File: src/rtl/mem_port_arbiter.sv
// Two-cycle arbiter sharing one single-port memory between instruction fetch and load/store.
// Load/store wins by default; a starvation counter forces a fetch grant after STARVE_LIMIT wins.
module mem_port_arbiter #(
    parameter int unsigned WORD_SIZE    = 32,
    parameter int unsigned ADDR_W       = 8,
    parameter int unsigned STARVE_LIMIT = 3,
    parameter int unsigned TEXT_LIMIT   = 0
) (
    input  logic                 clk,
    input  logic                 rst_n,
    input  logic                 if_req,
    input  logic [ADDR_W-1:0]    if_addr,
    output logic                 if_ack,
    output logic [WORD_SIZE-1:0] if_rdata,
    output logic                 if_rvalid,
    input  logic                 dm_req,
    input  logic                 dm_we,
    input  logic [ADDR_W-1:0]    dm_addr,
    input  logic [WORD_SIZE-1:0] dm_wdata,
    output logic                 dm_ack,
    output logic [WORD_SIZE-1:0] dm_rdata,
    output logic                 dm_rvalid,
    output logic                 dm_err,
    output logic                 mem_write,
    output logic [ADDR_W-1:0]    mem_addr,
    output logic [WORD_SIZE-1:0] mem_wdata,
    input  logic [WORD_SIZE-1:0] mem_rdata
);

    localparam int unsigned CntW = (STARVE_LIMIT > 0) ? $clog2(STARVE_LIMIT + 1) : 1;
    localparam logic [CntW-1:0] StarveMax = CntW'(STARVE_LIMIT);
    localparam logic [ADDR_W:0] TextLim = (ADDR_W + 1)'(TEXT_LIMIT);

    typedef enum logic [1:0] {StIdle, StServeIf, StServeDm} state_e;

    state_e          state_q;
    logic [CntW-1:0] starve_q;
    logic            dm_we_q;
    logic            dm_blocked_q;

    logic dm_wins;
    logic if_wins;
    logic dm_store_ok;

    assign dm_wins     = dm_req && (!if_req || (starve_q < StarveMax));
    assign if_wins     = if_req && !dm_wins;
    assign dm_store_ok = ({1'b0, dm_addr} >= TextLim);

    always_ff @(posedge clk or negedge rst_n) begin
        if (!rst_n) begin
            state_q      <= StIdle;
            starve_q     <= '0;
            dm_we_q      <= 1'b0;
            dm_blocked_q <= 1'b0;
            if_ack       <= 1'b0;
            if_rdata     <= '0;
            if_rvalid    <= 1'b0;
            dm_ack       <= 1'b0;
            dm_rdata     <= '0;
            dm_rvalid    <= 1'b0;
            dm_err       <= 1'b0;
            mem_write    <= 1'b0;
            mem_addr     <= '0;
            mem_wdata    <= '0;
        end else begin
            if_rvalid <= 1'b0;
            dm_rvalid <= 1'b0;
            dm_err    <= 1'b0;
            unique case (state_q)
                StIdle: begin
                    if (dm_wins) begin
                        state_q      <= StServeDm;
                        dm_ack       <= 1'b1;
                        mem_addr     <= dm_addr;
                        mem_wdata    <= dm_wdata;
                        mem_write    <= dm_we && dm_store_ok;
                        dm_we_q      <= dm_we;
                        dm_blocked_q <= dm_we && !dm_store_ok;
                        // Count only wins that actually made a fetch wait.
                        if (!if_req) begin
                            starve_q <= '0;
                        end else if (starve_q != StarveMax) begin
                            starve_q <= starve_q + CntW'(1);
                        end
                    end else if (if_wins) begin
                        state_q   <= StServeIf;
                        if_ack    <= 1'b1;
                        mem_addr  <= if_addr;
                        mem_write <= 1'b0;
                        starve_q  <= '0;
                    end else begin
                        starve_q <= '0;
                    end
                end
                StServeIf: begin
                    if_ack    <= 1'b0;
                    if_rdata  <= mem_rdata;
                    if_rvalid <= 1'b1;
                    state_q   <= StIdle;
                end
                StServeDm: begin
                    dm_ack    <= 1'b0;
                    mem_write <= 1'b0;
                    if (!dm_we_q) begin
                        dm_rdata  <= mem_rdata;
                        dm_rvalid <= 1'b1;
                    end
                    dm_err  <= dm_blocked_q;
                    state_q <= StIdle;
                end
                default: state_q <= StIdle;
            endcase
        end
    end

endmodule

File: config.mk
export PLATFORM = sky130hd
export DESIGN_NAME = mem_port_arbiter
export DESIGN_NICKNAME = d
export VERILOG_FILES = /design/src/rtl/mem_port_arbiter.sv
export SDC_FILE = /design/constraint.sdc
export NUM_CORES = 1
export LEC_CHECK = 0
export ABC_AREA = 1
export ABC_CLOCK_PERIOD_IN_PS = 3700
export CORE_ASPECT_RATIO = 1.4
export CORE_UTILIZATION = 42
export DETAILED_ROUTE_END_ITERATION = 6
export GPL_TIMING_DRIVEN = 1
export PLACE_DENSITY = 0.8
export SYNTH_ARGS = -nofsm -noshare
export SYNTH_HDL_FRONTEND = slang
export SYNTH_SLANG_ARGS = --single-unit
File: constraint.sdc
create_clock -name clk -period 3.7 [get_ports clk]
set_input_delay 0.37 -clock clk [delete_from_list [all_inputs] [get_ports clk]]
set_output_delay 0.37 -clock clk [all_outputs]
set_load 0.01 [all_outputs]
==> results of run 1 <==
==> worst max-delay path, cell delays in order <==
cell and delay (ns):
clkdlybuf4s50_1 0.73, nand2_4 0.16, nor2_4 0.33, inv_2 0.33
nand2_1 0.16, nand2_1 0.08
==> worst max path at each step <==
stage                      startpoint            end  slack (ns)
final                          dm_req  mem_wdata[28]        1.82
after global routing       state_q[1]   dm_rdata[26]        1.68
after CTS                 starve_q[0]  mem_wdata[28]        1.81
after detailed placement       dm_req  mem_wdata[30]        1.45
after global placement         dm_req  mem_wdata[20]        1.54
after floorplan           starve_q[0]  mem_wdata[10]        2.38
==> per-layer routing <==
metal | vias up | part of all wire [%]
met1 | 1771 | 38
met2 | 160 | 52
met4 | 0 | 2.3
met3 | 23 | 8.6
li1 | 1852 | -
met5 | - | 0
==> cell type report <==
| cell class | count | area, um^2 |
|---|---|---|
| Inverter | 42 | 158 |
| Multi-Input combinational cell | 299 | 1260 |
| Clock buffer | 19 | 433 |
| Sequential cell | 114 | 2850 |
| Clock inverter | 13 | 163 |
| Tap cell | 135 | 169 |
| Timing Repair Buffer | 195 | 1940 |
| Fill cell | 792 | 3080 |
==> power breakdown <==
| group | total, W | internal [W] | switching, W |
|---|---|---|---|
| Combinational | 0.00154 | 0.000862 | 0.000680 |
| Sequential | 0.00185 | 0.00163 | 0.000216 |
| Clock | 0.00162 | 0.00106 | 0.000563 |
| Total | 0.00501 | 0.00355 | 0.00146 |
==> metrics by stage <==
stage,power [W],utilization (%),worst slack (ns),hold slack (ns),instance area (um^2)
after floorplan,0.00240,-,2.38,0.0744,4420
after global placement,0.00336,63.4,1.54,0.455,6380
after detailed placement,0.00342,63.4,1.45,0.458,6380
after CTS,0.00506,69.4,1.81,0.197,6980
after global routing,0.00527,69.4,1.68,0.233,6980
final,0.00501,69.4,1.82,0.146,6980
==> cell usage in the layout, fill, tap and decap left out, types with 4 or more instances in the layout <==
master / count
clkinv_4: 4
nor2_1: 4
o21ai_0: 66
nand2_1: 210
nand3_1: 11
clkdlybuf4s50_1: 192
clkbuf_16: 17
inv_1: 40
dfrtp_1: 114
==> cells by family (layout without fill, tap and decap cells) <==
kind of cell    Yosys count  in the layout  share of synthesized area, %
simple gates            230            230                          20.4
flops                   114            114                          64.6
compound gates           67             67                          7.68
buf+inv                  64            269                          6.94
fa+ha+maj                 1              1                         0.283
other cells               1              1                        0.0849
==> synth_stat cells <==
master and instances:
o21ai_0 66, nand3_1 11, nor2_1 4, nor2_4 1, buf_2 5, ha_1 1, nand2_1 211, inv_2 2
conb_1 1, nand2_4 2, inv_1 40, dfrtp_1 114, buf_6 7, buf_4 2, o21ai_2 1, nor2_2 1
clkbuf_1 8
==> sequential cells by signal (all words and copies together), names as in the netlist <==
name	flops
dm_rdata	32
mem_addr	8
dm_rvalid	1
if_ack	1
mem_write	1
mem_wdata	32
if_rvalid	1
if_rdata	32
starve_q	2
dm_we_q	1
dm_ack	1
state_q	2
==> results.json, run 1 <==
{
  "syn-num-nets": 563,
  "tns_ns": 0,
  "cts_buffers": 17,
  "via_per_inst": 4.66,
  "hold_buffers": 0,
  "met2_usage_pct": 37.5,
  "r2r_start": "starve_q[0]",
  "place_hpwl_um": 7940,
  "tightest_slew_ns": 1.05,
  "rsz0062_at_grt": "false",
  "r2r-end": "mem_wdata[28]",
  "met3_usage_pct": 8.28,
  "syn_inst": 477,
  "cts-root-buf": "clkbuf_16",
  "ant_nets": 0,
  "synthTopCellsByArea": "dfrtp_1, nand2_1, o21ai_0, inv_1, buf_6",
  "synth_top_cell_area_share_pct": 64.6,
  "clk_latency_ns": 0.40,
  "reg2reg_slack_ns": 1.83,
  "track_usage_pct": 21.5,
  "start_kind": "primary input",
  "core_area_um2": 10100,
  "reg2reg_depth": 7,
  "critPathCaptureType": "flop",
  "grt.busiest_layer": "met2",
  "finalNonFillerCells": 817,
  "crit_type": "in -> reg",
  "post-place-cells": 785,
  "drv_slew": 0,
  "ys_seq_area_share_pct": 64.6,
  "cts.sinks": 114,
  "yosysTopAreaCell": "dfrtp_1",
  "outcome": "finished clean",
  "cts_tree": "built",
  "portBuffers": 193,
  "setup_viol": 0,
  "leakage_nw": 3.41,
  "grt_pass1_wl_um": 17700,
  "grt_pass1_vias": 3855,
  "start_util_pct": 43.9,
  "critPathRequiredTime_ns": 3.99,
  "path_clk_slew_ns": 0.06,
  "ys_types": 17,
  "syn_area_per_cell_um2": 9.26,
  "via_count": 3806,
  "drc": 0,
  "clock_path_buffers": 2,
  "post_cts_buffers": 0,
  "num_io_pins": 195,
  "wl_per_cell_um": 13.9,
  "hold_viol_final": 0,
  "grt_use_met1_pct": 23.0,
  "hp-class": "in -> async",
  "max_cap_violations": 0,
  "path_max_fanout": 33,
  "die_x_um": 88.7,
  "h-tree-depth": 4,
  "overflow": 0,
  "final_layout_size_suffix_gt1_share_pct": 6.01,
  "first_pass_iters": 5,
  "skew_ns": 0.00948,
  "min_period_over_period_pct": 50.9,
  "ys_seq_elements": 114,
  "fin_crit_ns": 1.88,
  "antenna_found_initial": 0,
  "ir_drop_uv": 464,
  "diodes": 0,
  "crit_arrival_ns": 2.17,
  "routed_wl_um": 11300,
  "powerDensity_nw_per_um2": 718,
  "dieArea_um2": 10900,
  "std_cell_rows": 43,
  "cts_resized": 0,
  "nNetsFinal": 755,
  "yosysWarnings": 0,
  "clock.fmax_mhz": 531,
  "syn_area_um2": 4420,
  "place.gp.congestion": 0.776,
  "max_slew_margin_pct": 29.8,
  "drt_iter0_drc": 167,
  "die_y_um": 123,
  "syn2layout_area_growth_pct": 58.0,
  "grt_max_degree": 87
}
No activity file was read; power rests on OpenSTA's default activity.
==> run 2, diff against run 1 <==
ABC_CLOCK_PERIOD_IN_PS = 1600   (was 3700)
CORE_UTILIZATION = 38   (was 42)
PLACE_DENSITY = 0.77   (was 0.8)
clock period = 1.6 ns   (was 3.7 ns; I/O delays follow)
==> results.json, run 2 (synthesized netlist as in run 1, its figures left out) <==
{
  "routed_wl_um": 11400,
  "critPathRequiredTime_ns": 1.44,
  "n_fill_cell": 948,
  "clk_latency_ns": 0.40,
  "cpPeakStageDelay_ns": 0.57,
  "critical_path_depth": 1,
  "cp_top_family": "buffers and inverters",
  "largestRegisters": "dm_rdata (32), if_rdata (32), mem_wdata (32)",
  "via_per_inst": 4.60,
  "power.total_w": 0.0113,
  "fin_crit_ns": 1.48,
  "clock.fmax_mhz": 674,
  "cts.sinks": 114,
  "routed.top_layer": "met4",
  "skew_ns": 0.0137,
  "cts_tree": "built",
  "dieArea_um2": 12100,
  "max_cap_violations": 0,
  "max_slew_margin_pct": 56.6,
  "min_period_over_period_pct": 92.8,
  "start_kind": "flop",
  "tightest_slew_ns": 0.651,
  "place.gp.congestion": 0.770,
  "drc": 0,
  "drv_slew": 0,
  "dr_wl_met2_um": 6060,
  "ir_drop_uv": 849,
  "std_cell_rows": 46,
  "track_usage_pct": 19.5,
  "cp_cell_sequence": "clkdlybuf4s50_1",
  "crit_arrival_ns": 1.32,
  "critPathCaptureType": "output pin",
  "cts_resized": 0,
  "h-tree-depth": 4,
  "grt_pass1_vias": 3870,
  "path_buf_inv": 1,
  "diodes": 0,
  "portBuffers": 193,
  "cts-root-buf": "clkbuf_16",
  "start_util_pct": 39.0,
  "syn2layout_area_growth_pct": 60.5,
  "final_common_cell": "nand2_1",
  "cts_buffers": 17,
  "wl_met1_um": 4420,
  "tns_ns": 0,
  "die_x_um": 93.1,
  "grt_max_degree": 66,
  "leakage_nw": 3.47,
  "drt_iter0_drc": 162,
  "hold_viol_final": 0,
  "routed-wl-met3_um": 770,
  "antenna_found_initial": 0,
  "final_layout_size_suffix_gt1_share_pct": 7.65,
  "layout_common_cells": "nand2_1, clkdlybuf4s50_1, dfrtp_1",
  "outcome": "finished clean",
  "via_count": 3853,
  "wl_per_cell_um": 13.7,
  "nNetsFinal": 768,
  "powerDensity_nw_per_um2": 1590,
  "rsz0062_at_grt": "false",
  "place_hpwl_um": 8160,
  "grt_pass1_wl_um": 18200,
  "overflow": 0,
  "core_area_um2": 11300,
  "path_clk_slew_ns": 0.05,
  "num_io_pins": 195,
  "setup_viol": 0,
  "final_core_util_pct": 62.5,
  "die_y_um": 130,
  "crit_type": "reg -> out",
  "first_pass_iters": 5,
  "ant_nets": 0,
  "crit_slowest_cell": "clkdlybuf4s50_1",
  "hp-class": "in -> async",
  "path_max_fanout": 2,
  "clock_path_buffers": 2,
  "reg2reg_depth": 8
}
[run 2: per-stage QoR]
step / cell area (um^2) / hold slack, ns / setup slack [ns] / cells
2_1_floorplan: 4420 / -0.136 / 0.284 / 477
3_3_place_gp: 6510 / 0.183 / 0.128 / 803
3_5_place_dp: 6510 / 0.192 / 0.0610 / 803
4_1_cts: 7070 / 0.281 / 0.0847 / 834
5_1_grt: 7090 / 0.293 / 0.0431 / 837
6_report: 7090 / 0.296 / 0.115 / 837
[run 2: layer usage]
layer  GRT usage (%)  up-vias
li1                -     1872
met1            21.3     1829
met2            34.5      137
met3            5.99       15
met4            9.23        0
met5               0        -
[run 2: final timing paths]
path	start	to	slack, ns
worst max-delay path	mem_wdata[13]	mem_wdata[13]	0.12
worst min-delay path	rst_n	mem_wdata[29]	0.30
worst max register to register	starve_q[0]	mem_wdata[26]	0.13
worst min register to register	mem_wdata[3]	mem_wdata[3]	0.47
max in group asynchronous	rst_n	dm_rdata[12]	0.70
min in group clk	dm_wdata[25]	mem_wdata[25]	0.30
[run 2: where the power goes]
| part | switching, W | leakage, nW | internal [W] |
|---|---|---|---|
| Clock | 0.00124 | 0.262 | 0.00217 |
| Combinational | 0.00157 | 1.80 | 0.00204 |
| Sequential | 0.000507 | 1.41 | 0.00377 |
| Total | 0.00331 | 3.47 | 0.00799 |
[run 2: timing repair]
action	4_1_cts	5_1_grt
hold buffers	1	0
setup buffers	0	3
endpoints found under the hold margin	114	0
setup endpoints to repair	0	8
[run 2: area by class of cell]
cell class / instances / area, um^2 / area share, %
sequential: 114 / 2850 / 40.2
timing repair buffer: 208 / 2090 / 29.5
clock buffer: 19 / 453 / 6.39
inverter: 42 / 158 / 2.22
multi-input combinational: 299 / 1260 / 17.8
clock inverter: 11 / 90.1 / 1.27
tap: 144 / 180 / 2.54
==> run 3, diff against run 2 <==
ABC_CLOCK_PERIOD_IN_PS = 1730   (was 1600)
CORE_UTILIZATION = 42   (was 38)
PLACE_DENSITY = 0.8   (was 0.77)
clock period = 1.73 ns   (was 1.6 ns; I/O delays follow)
==> results.json, run 3 (synthesized netlist as in run 1, its figures left out) <==
{
  "critPathCaptureType": "flop",
  "overflow": 0,
  "critPathRequiredTime_ns": 2.01,
  "first_pass_iters": 5,
  "start_kind": "flop",
  "track_usage_pct": 22.3,
  "final_common_cell": "nand2_1",
  "r2r_start": "starve_q[0]",
  "startpoint": "starve_q[0]",
  "crit_type": "reg -> reg",
  "max_cap_violations": 0,
  "dieArea_um2": 10900,
  "rsz0062_at_grt": "false",
  "via_count": 3826,
  "clock.fmax_mhz": 617,
  "core_area_um2": 10100,
  "leakage_nw": 3.47,
  "hold_viol_final": 0,
  "cts.sinks": 114,
  "seq_area_um2": 2850,
  "hp-class": "in -> async",
  "place_hpwl_um": 8380,
  "max_slew_margin_pct": 63.2,
  "min_period_over_period_pct": 93.7,
  "grt_pass1_vias": 3886,
  "outcome": "finished clean",
  "dp_slack_ns": -0.0322,
  "drc": 0,
  "final_layout_size_suffix_gt1_share_pct": 6.94,
  "wl_per_cell_um": 14.2,
  "portBuffers": 193,
  "ir_drop_uv": 904,
  "post-place-cells": 791,
  "powerDensity_nw_per_um2": 1490,
  "die_y_um": 123,
  "cts_tree": "built",
  "cts_buffers": 17,
  "std_cell_rows": 43,
  "setup_slack_ns": 0.108,
  "grt_pass1_wl_um": 18100,
  "clk_latency_ns": 0.40,
  "diodes": 0,
  "crit_arrival_ns": 1.90,
  "n_fill_cell": 763,
  "start_util_pct": 43.9,
  "layout_common_cells": "nand2_1, clkdlybuf4s50_1, dfrtp_1",
  "multi_input_area_um2": 1260,
  "path_max_fanout": 24,
  "ant_nets": 0,
  "setup_viol": 0,
  "h-tree-depth": 4,
  "path_clk_slew_ns": 0.05,
  "skew_ns": 0.00808,
  "syn2layout_area_growth_pct": 60.1,
  "largestRegisters": "dm_rdata (32), if_rdata (32), mem_wdata (32)",
  "drv_slew": 0,
  "via_per_inst": 4.63,
  "drt_iter0_drc": 178,
  "clock_path_buffers": 2,
  "place.gp.congestion": 0.767,
  "die_x_um": 88.7,
  "routed_wl_um": 11700,
  "nNetsFinal": 765,
  "num_io_pins": 195,
  "finalNonFillerCells": 827,
  "antenna_found_initial": 0,
  "reg2reg_depth": 8,
  "grt_max_degree": 65,
  "tightest_slew_ns": 0.552,
  "cts-root-buf": "clkbuf_16",
  "fin_crit_ns": 1.62
}
[run 3: cell count changes in the layout (fill, tap and decap cells not counted), moves of 2 or more]
| cell | delta |
|---|---|
| clkinvlp_4 | -2 |
| clkbuf_1 | +4 |
| clkbuf_8 | -2 |
| buf_4 | -4 |
[run 3: routing by layer]
layer  track usage (%)  part of all wire [%]
met2              39.1                    54
met3              7.48                   6.9
met4              10.7                   2.3
met5                 0                     0
met1              23.7                    37
[run 3: worst max-delay path, stage by stage (launching register included)]
cell	delay (ns)
dfrtp_1	0.39
ha_1	0.24
nand2_4	0.13
nand2_4	0.06
nor2_4	0.21
inv_2	0.16
buf_12	0.19
nand2_1	0.07
nand2_1	0.06
[run 3: power by group]
| part | switching [W] | internal, W |
|---|---|---|
| combinational | 0.00147 | 0.00189 |
| clock | 0.00113 | 0.00210 |
| sequential | 0.000460 | 0.00349 |
| total | 0.00307 | 0.00748 |
[run 3: cell type report]
class / instances / area share [%]
tap: 135 / 2.39
clock buffer: 21 / 6.23
inverter: 42 / 2.26
multi-input combinational: 299 / 17.8
timing repair buffer: 205 / 29.4
clock inverter: 11 / 1.61
sequential: 114 / 40.3
[run 3: worst paths after layout]
check | endpoint | slack (ns)
worst max-delay path | mem_wdata[14] | 0.11
worst min-delay path | mem_addr[1] | 0.27
worst max register to register | mem_wdata[14] | 0.11
worst min register to register | mem_wdata[12] | 0.47
max in group asynchronous | dm_rdata[17] | 0.83
min in group clk | mem_wdata[12] | 0.32
[run 3: repair_timing]
item | 4_1_cts | 5_1_grt
resized for setup | 1 | 2
hold endpoints to repair | 31 | 0
hold buffers | 1 | 0
setup buffers | 0 | 3
pin swaps | 0 | 1
setup endpoints to repair | 1 | 52
[run 3: through the flow]
stage          power, W   TNS [ns]  util (%)  hold slack [ns]  area (um^2)
6_report         0.0105          0      70.3            0.269         7070
5_1_grt          0.0111          0      70.3            0.306         7070
4_1_cts          0.0107  -0.000371      70.0            0.274         7050
3_5_place_dp    0.00734    -0.0626      64.4            0.151         6480
3_3_place_gp    0.00723          0      64.4            0.139         6480
2_1_floorplan   0.00513          0         -           -0.123         4420
